### src/rtl/fetch_unit.sv
// Instruction-fetch stage: owns the PC and issues icache reads. It buffers a
// word returned during a stall and applies redirects without ever moving the
// address of a request that is still outstanding.
module fetch_unit #(
    parameter logic [31:0] PC_INIT    = 32'h0000_0000,
    parameter int          WORD_BYTES = 4
) (
    input  logic        CLK,
    input  logic        RST,
    input  logic        ihit,
    input  logic [31:0] imemload,
    output logic        iREN,
    output logic [31:0] imemaddr,
    input  logic        stall,
    input  logic        redirect_valid,
    input  logic [31:0] redirect_pc,
    input  logic        halt,
    output logic [31:0] IF_instr_in,
    output logic [31:0] IF_pc4_in,
    output logic        fetch_valid,
    output logic        if_flush
);

    localparam logic [31:0] STEP = 32'(WORD_BYTES);

    typedef enum logic [1:0] {
        FETCH  = 2'd0,
        HOLD   = 2'd1,
        DRAIN  = 2'd2,
        HALTED = 2'd3
    } state_t;

    state_t      state_q, state_d;
    logic [31:0] pc_q, pc_d;
    logic [31:0] hold_instr_q, hold_instr_d;
    logic [31:0] pend_pc_q, pend_pc_d;

    // Per-state outputs before reset gating.
    logic        iren_s;
    logic        valid_s;
    logic        flush_s;
    logic [31:0] instr_s;

    // State register; reset discards any held word or pending redirect.
    always_ff @(posedge CLK or posedge RST) begin
        if (RST) begin
            state_q      <= FETCH;
            pc_q         <= PC_INIT;
            hold_instr_q <= 32'h0;
            pend_pc_q    <= 32'h0;
        end else begin
            state_q      <= state_d;
            pc_q         <= pc_d;
            hold_instr_q <= hold_instr_d;
            pend_pc_q    <= pend_pc_d;
        end
    end

    // Next-state and per-state outputs; halt overrides everything else.
    always_comb begin
        state_d      = state_q;
        pc_d         = pc_q;
        hold_instr_d = hold_instr_q;
        pend_pc_d    = pend_pc_q;
        iren_s       = 1'b0;
        valid_s      = 1'b0;
        flush_s      = 1'b0;
        instr_s      = 32'h0;

        unique case (state_q)
            FETCH: begin
                iren_s  = 1'b1;
                instr_s = imemload;
                valid_s = ihit;
                if (redirect_valid) begin
                    flush_s = 1'b1;
                    valid_s = 1'b0;
                    if (ihit) begin
                        // Request completed this cycle, so the PC is free to move.
                        pc_d = redirect_pc;
                    end else begin
                        // Keep the outstanding address stable; retarget after it returns.
                        pend_pc_d = redirect_pc;
                        state_d   = DRAIN;
                    end
                end else if (ihit) begin
                    if (stall) begin
                        hold_instr_d = imemload;
                        state_d      = HOLD;
                    end else begin
                        pc_d = pc_q + STEP;
                    end
                end
            end
            HOLD: begin
                instr_s = hold_instr_q;
                valid_s = 1'b1;
                if (redirect_valid) begin
                    flush_s = 1'b1;
                    valid_s = 1'b0;
                    pc_d    = redirect_pc;
                    state_d = FETCH;
                end else if (!stall) begin
                    pc_d    = pc_q + STEP;
                    state_d = FETCH;
                end
            end
            DRAIN: begin
                iren_s = 1'b1;
                if (redirect_valid) begin
                    flush_s   = 1'b1;
                    pend_pc_d = redirect_pc;
                    if (ihit) begin
                        pc_d    = redirect_pc;
                        state_d = FETCH;
                    end
                end else if (ihit) begin
                    // Word for the stale address is discarded.
                    pc_d    = pend_pc_q;
                    state_d = FETCH;
                end
            end
            HALTED: begin
                state_d = HALTED;
            end
            default: begin
                state_d = FETCH;
            end
        endcase

        if (halt) begin
            state_d      = HALTED;
            pc_d         = pc_q;
            hold_instr_d = hold_instr_q;
            pend_pc_d    = pend_pc_q;
            flush_s      = 1'b0;
        end
    end

    // Output gating: all qualifiers quiet while reset is held.
    always_comb begin
        imemaddr    = pc_q;
        IF_pc4_in   = RST ? (PC_INIT + STEP) : (pc_q + STEP);
        iREN        = RST ? 1'b0 : iren_s;
        fetch_valid = RST ? 1'b0 : valid_s;
        if_flush    = RST ? 1'b0 : flush_s;
        IF_instr_in = RST ? 32'h0 : instr_s;
    end

endmodule

### config.mk
export PLATFORM = sky130hd
export DESIGN_NAME = fetch_unit
export DESIGN_NICKNAME = d
export VERILOG_FILES = /design/src/rtl/fetch_unit.sv
export SDC_FILE = /design/constraint.sdc
export NUM_CORES = 1
export LEC_CHECK = 0
export CAP_MARGIN = 20
export CORE_AREA = 2 2 114 116
export CTS_BUF_LIST = sky130_fd_sc_hd__clkbuf_4
export CTS_CLUSTER_DIAMETER = 150
export DETAILED_ROUTE_END_ITERATION = 10
export DIE_AREA = 0 0 116 118
export PLACE_DENSITY = 0.86
export SLEW_MARGIN = 40
export SYNTH_ARGS = -nofsm -noshare
export SYNTH_HDL_FRONTEND = slang
export SYNTH_SLANG_ARGS = --single-unit
### constraint.sdc
create_clock -name CLK -period 11.5 [get_ports CLK]
set_input_delay 3.45 -clock CLK [delete_from_list [all_inputs] [get_ports CLK]]
set_output_delay 3.45 -clock CLK [all_outputs]
set_load 0.05 [all_outputs]
==> results of run 1 <==
where the power goes:
group | total [mW] | internal (mW) | switching, mW
registers | 0.355 | 0.350 | 0.00512
logic | 0.0868 | 0.0391 | 0.0477
clock network | 0.232 | 0.111 | 0.120
total | 0.674 | 0.500 | 0.173
critical path: cells and delay by family:
kind,cells,cell delay (ns)
AND/OR/NAND/NOR,1,0.32
buffers and inverters,2,1.38
stage by stage:
step	total power, mW	worst slack, ns	util (%)
after floorplan	0.404	1.40	-
after global placement	0.444	2.41	67.2
after detailed placement	0.447	2.38	67.3
after CTS	0.674	2.36	68.7
after global routing	0.697	2.81	68.7
final	0.674	2.89	68.7
area by class of cell:
type                    instances  area share (%)
flip-flops and latches         98            28.7
clock inverters                 6            1.23
multi-input cells             544            45.7
well taps                     172            2.52
clock buffers                  10           0.880
inverters                      10           0.499
repair buffers                178            20.4
flip-flops by register name, summed over array words and instances (netlist names):
register,cells
state_q,2
imemaddr,32
pend_pc_q,32
hold_instr_q,32
per-layer routing:
| layer | global-route usage (%) | vias to the layer above |
|---|---|---|
| li1 | - | 2921 |
| met1 | 40.3 | 3194 |
| met2 | 46.3 | 345 |
| met3 | 4.63 | 37 |
| met4 | 11.5 | 0 |
| met5 | 0 | - |
cell usage after synthesis (4+ instances only):
cell       number  area [um^2]
nor2b_1         9         56.3
buf_2          15         75.1
o22ai_1        16          100
xor2_1          8         70.1
o211ai_1        5         37.5
o2bb2ai_1       4         35.0
o21ai_0        35          175
buf_1          10         37.5
a22oi_1        55          413
o22a_1          6         52.6
clkbuf_1       47          176
nand3_1        15         75.1
nand2_1        41          154
dfrtp_1        98         2450
nor4_1          5         31.3
a31oi_1        11         68.8
nor3_1         10         50.1
inv_1           8         30.0
mux2i_1        32          320
ha_1            5         62.6
mux2_2         64          721
a22o_1         15          131
and3_1          5         31.3
or3_1           7         43.8
nand4_1         7         43.8
nor2_1         86          323
xnor2_1        19          166
a21oi_1        17         85.1
cells by family (layout without fill, tap and decap cells):
group                      count (synthesis)  after routing  synth area share [%]
AOI/OAI and AO/OA                        199            199                  21.2
xor gates and xnor gates                  27             27                  3.55
adders and majority gates                  5              5                 0.939
buffers and inverters                     85            204                  5.24
DFF                                       98             98                  36.8
muxes                                     97             97                  15.8
and+or+nand+nor                          216            216                  16.5
path summary, 6_finish.rpt:
kind                                          startpoint                         to  cells past startpoint
worst max-delay path                                halt                   if_flush                      3
worst min-delay path            pend_pc_q[7]$_DFFE_PP0P_   pend_pc_q[7]$_DFFE_PP0P_                      1
worst max register to register    state_q[1]$_DFFE_PP0P_   imemaddr[18]$_DFFE_PP0P_                      7
worst min register to register  pend_pc_q[7]$_DFFE_PP0P_   pend_pc_q[7]$_DFFE_PP0P_                      1
max in group asynchronous                            RST  pend_pc_q[18]$_DFFE_PP0P_                      3
min in group asynchronous                            RST   imemaddr[12]$_DFFE_PP0P_                      2
==> flow_summary.yaml, run 1 <==
cells_and_area:
  multi_input_area_um2: 3900
  drive_gt1_share_pct: 13.6
  regArea_um2: 2450
  fin_cells: 1018
  final_common_cell: "clkdlybuf4s50_1"
  mostFrequentLayoutCells: "clkdlybuf4s50_1, dfrtp_1, nor2_1"
  final_nets: 916
  design_area_um2: 8530
  nFillCells: 1014
  diodes: 0
  synthToLayoutAreaGrowth_pct: 28.0
global_route:
  gr-total-overflow: 0
  grt_max_degree: 74
  grt_pass1_vias: 6279
  antenna_found_initial: 0
  track_usage_pct: 29.3
  grt_pass1_wl_mm: 32.3
drt:
  ant_nets: 0
  drcViolationCount: 0
  routed.top_layer: "met4"
  dr.first_iter.drc_count: 552
  routed_wl_mm: 20.2
  met3WireLength_mm: 1.73
  met2_length_mm: 9.64
  viasPerCell: 6.38
  met1_length_mm: 8.42
  drtPass1Iterations: 5
  routedWlPerCell_um: 19.9
  vias: 6497
pwr:
  irDropWorstVdd_v: 0.0000541
  p_per_area_nw_per_um2: 79.0
  power.leakage_nw: 3.36
cts:
  cts_tree: "built"
  clock_latency_ns: 0.47
  clk_path_buf_depth: 2
  cts_inserted_buffers: 9
  post_cts_buffers: 0
  postCtsHoldBufs: 0
  cts_root_buf: "clkbuf_4"
  htree_levels: 3
  cts_sinks: 98
  postCtsResizedCells: 0
  clk_pin_slew_ns: 0.14
synthesis:
  netlist_area_um2: 6660
  synth_nets: 802
  ys_seq_area_share_pct: 36.8
  synth_edf_count: 0
  syn-instance-count: 727
  ys_ff_latch: 98
  yosysWarningCount: 0
  synth.distinct_cells: 75
  synth.avg_cell_area_um2: 9.17
  synthFlopType: "dfrtp_1"
  async_flop_share_pct: 100
sta:
  slew_viol_final: 0
  skew_ns: 0.0141
  max_freq_mhz: 116
  tns_ns: 0
  relSlewSlack_pct: 44.5
  rsz0062_at_grt: "false"
  hold_ws_ns: 0.528
  hold_viol: 0
  finalSetupViolCount: 0
  worstMarginPinSlew_ns: 0.826
  post-route-period-util_pct: 74.9
  fin_crit_ns: 8.61
flow_run:
  cap_violations: 0
worst_setup_path:
  crit_path_top_delay_cell: "clkdlybuf4s50_1"
  required_ns: 8.05
  regToRegSetupSlack_ns: 8.44
  arrival_ns: 5.16
  start_kind: "primary input"
  critPathMaxFanout: 6
  crit_path_end_kind: "output port"
  path_cells: "clkdlybuf4s50_1 -> nor4b_1 -> clkdlybuf4s50_1"
  max_stage_delay_ns: 0.85
  crit_top_cell: "clkdlybuf4s50_1"
  path_class: "primary input to output port"
floorplanning:
  fp-row-count: 41
  ioPinCount: 169
  die_h_um: 118
  initial_core_util_pct: 53.7
  die_x_um: 116
  core_area_um2: 12400
  die_area_um2: 13700
outcome:
  status: "finished clean"
placed_design:
  dp.cells: 1002
  dp_hpwl_mm: 13.5
  place.gp.congestion: 0.881
  dpl_cell_area_um2: 8350
  port_buffers: 168
hold_path:
  holdCritPathClass: "flop to flop"
Note: power is estimated with default switching activity, not from simulation.
==> run 2, diff against run 1 <==
CORE_AREA = 2 2 124 126   (was 2 2 114 116)
DIE_AREA = 0 0 126 128   (was 0 0 116 118)
PLACE_DENSITY = 0.77   (was 0.86)
clock period = 7.6 ns   (was 11.5 ns; I/O delays follow)
==> run 2 against run 1 <==
- critical path depth is 1 higher
- sequential share of layout area about the same
- core utilization decreased by 11 points
- largest cell class unchanged
==> flow_summary.yaml, run 2 (same netlist as run 1, synthesis figures left out) <==
sta:
  hold_viol: 0
  slew_viol_final: 0
  skew_ns: 0.0157
  fin_crit_ns: 6.50
  rsz0062_at_grt: "false"
  max_freq_mhz: 154
  tns_ns: 0
  worstMarginPinSlew_ns: 0.812
  relSlewSlack_pct: 45.9
  post-route-period-util_pct: 85.5
  finalSetupViolCount: 0
hold_path:
  worstHoldPathCells: 1
  holdCritPathClass: "flop to flop"
  hold_end: "pend_pc_q[1]$_DFFE_PP0P_"
  hold_path.startpoint: "pend_pc_q[1]$_DFFE_PP0P_"
drt:
  viasPerCell: 6.04
  ant_nets: 0
  dr.first_iter.drc_count: 641
  drcViolationCount: 0
  drtPass1Iterations: 5
  vias: 6259
  routedWlPerCell_um: 19.0
  routed_wl_mm: 19.7
floorplanning:
  fp-row-count: 45
  core_area_um2: 14900
  die_area_um2: 16100
  ioPinCount: 169
  die_x_um: 126
  die_h_um: 128
  initial_core_util_pct: 44.8
cts:
  postCtsHoldBufs: 0
  htree_levels: 3
  post_cts_buffers: 0
  cts_root_buf: "clkbuf_4"
  postCtsResizedCells: 0
  cts_tree: "built"
  cts_inserted_buffers: 9
  clock_latency_ns: 0.49
  clk_pin_slew_ns: 0.14
  clk_path_buf_depth: 2
  cts_sinks: 98
placed_design:
  port_buffers: 168
  place.gp.congestion: 0.868
  dpl_cell_area_um2: 8400
  dp_hpwl_mm: 13.0
worst_setup_path:
  r2r_end: "imemaddr[18]$_DFFE_PP0P_"
  arrival_ns: 4.22
  critPathMaxFanout: 27
  path_class: "primary input to output port"
  worstReg2RegStart: "state_q[0]$_DFFE_PP0P_"
  start_kind: "primary input"
  required_ns: 5.32
  crit_path_start: "redirect_valid"
  crit_path_end_kind: "output port"
  regToRegSetupSlack_ns: 4.33
  reg2regPathDepth: 7
global_route:
  grt_pass1_vias: 5977
  antenna_found_initial: 0
  grt_pass1_wl_mm: 32.2
  grt_max_degree: 66
  track_usage_pct: 24.5
  gr-total-overflow: 0
pwr:
  irDropWorstVdd_v: 0.0000746
  p_per_area_nw_per_um2: 111
  power.leakage_nw: 3.36
cells_and_area:
  synthToLayoutAreaGrowth_pct: 28.1
  diodes: 0
  fin_util_pct: 57.4
  multi_input_area_um2: 3900
  final_nets: 919
  regArea_um2: 2450
  final_common_cell: "clkdlybuf4s50_1"
  mostFrequentLayoutCells: "clkdlybuf4s50_1, dfrtp_1, nor2_1"
  nFillCells: 1345
  drive_gt1_share_pct: 13.7
  design_area_um2: 8540
flow_run:
  cap_violations: 0
outcome:
  status: "finished clean"
-- run 2: cell types whose count changed in the layout (fill, tap and decap cells not counted), sizes merged --
cell	previous run	this run
buf	13	15
bufinv	3	1
clkdlybuf4s50	165	166
clkinv	3	5
inv	9	8
-- run 2: final cells by class --
class	instances	share of cell area [%]
clock buffer	10	0.880
clock inverter	5	0.542
inverter	10	0.484
multi-input combinational	544	45.7
sequential	98	28.7
tap	188	2.76
timing repair buffer	181	20.9
-- run 2: worst max path at each step --
stage,to,slack (ns)
6_report,if_flush,1.10
5_1_grt,if_flush,1.04
2_1_floorplan,IF_pc4_in[2],0.36
3_3_place_gp,if_flush,1.19
4_1_cts,if_flush,1.12
3_5_place_dp,if_flush,1.14
-- run 2: critical path: stages --
cell and delay (ns):
clkdlybuf4s50_1 0.46, buf_4 0.28, nor4b_1 0.33, clkdlybuf4s50_1 0.87
-- run 2: layer usage --
metal | wire, um | GRT usage [%]
met1 | 8540 | 34.0
met2 | 9250 | 38.8
met3 | 1620 | 5.05
met4 | 261 | 7.82
met5 | 0 | 0
-- run 2: report_power, final --
part           switching [mW]  internal [mW]  total (mW)  leakage (nW)
Combinational          0.0715         0.0607       0.132          1.96
Sequential            0.00728          0.530       0.537          1.33
Clock                   0.183         0.0989       0.282        0.0688
-- run 2: stage by stage --
step	setup slack [ns]	hold WS [ns]	cells	power [mW]
after floorplan	0.362	0.465	727	0.611
after global placement	1.19	0.480	1021	0.676
after detailed placement	1.14	0.494	1021	0.679
after CTS	1.12	0.526	1036	0.961
after global routing	1.04	0.535	1036	0.993
final	1.10	0.523	1036	0.951
==> run 3, diff against run 2 <==
SKIP_CTS_REPAIR_TIMING = 1   (was default)
==> results of run 3 <==
No change in the layout: final DEF, timing and power equal those of run 2.
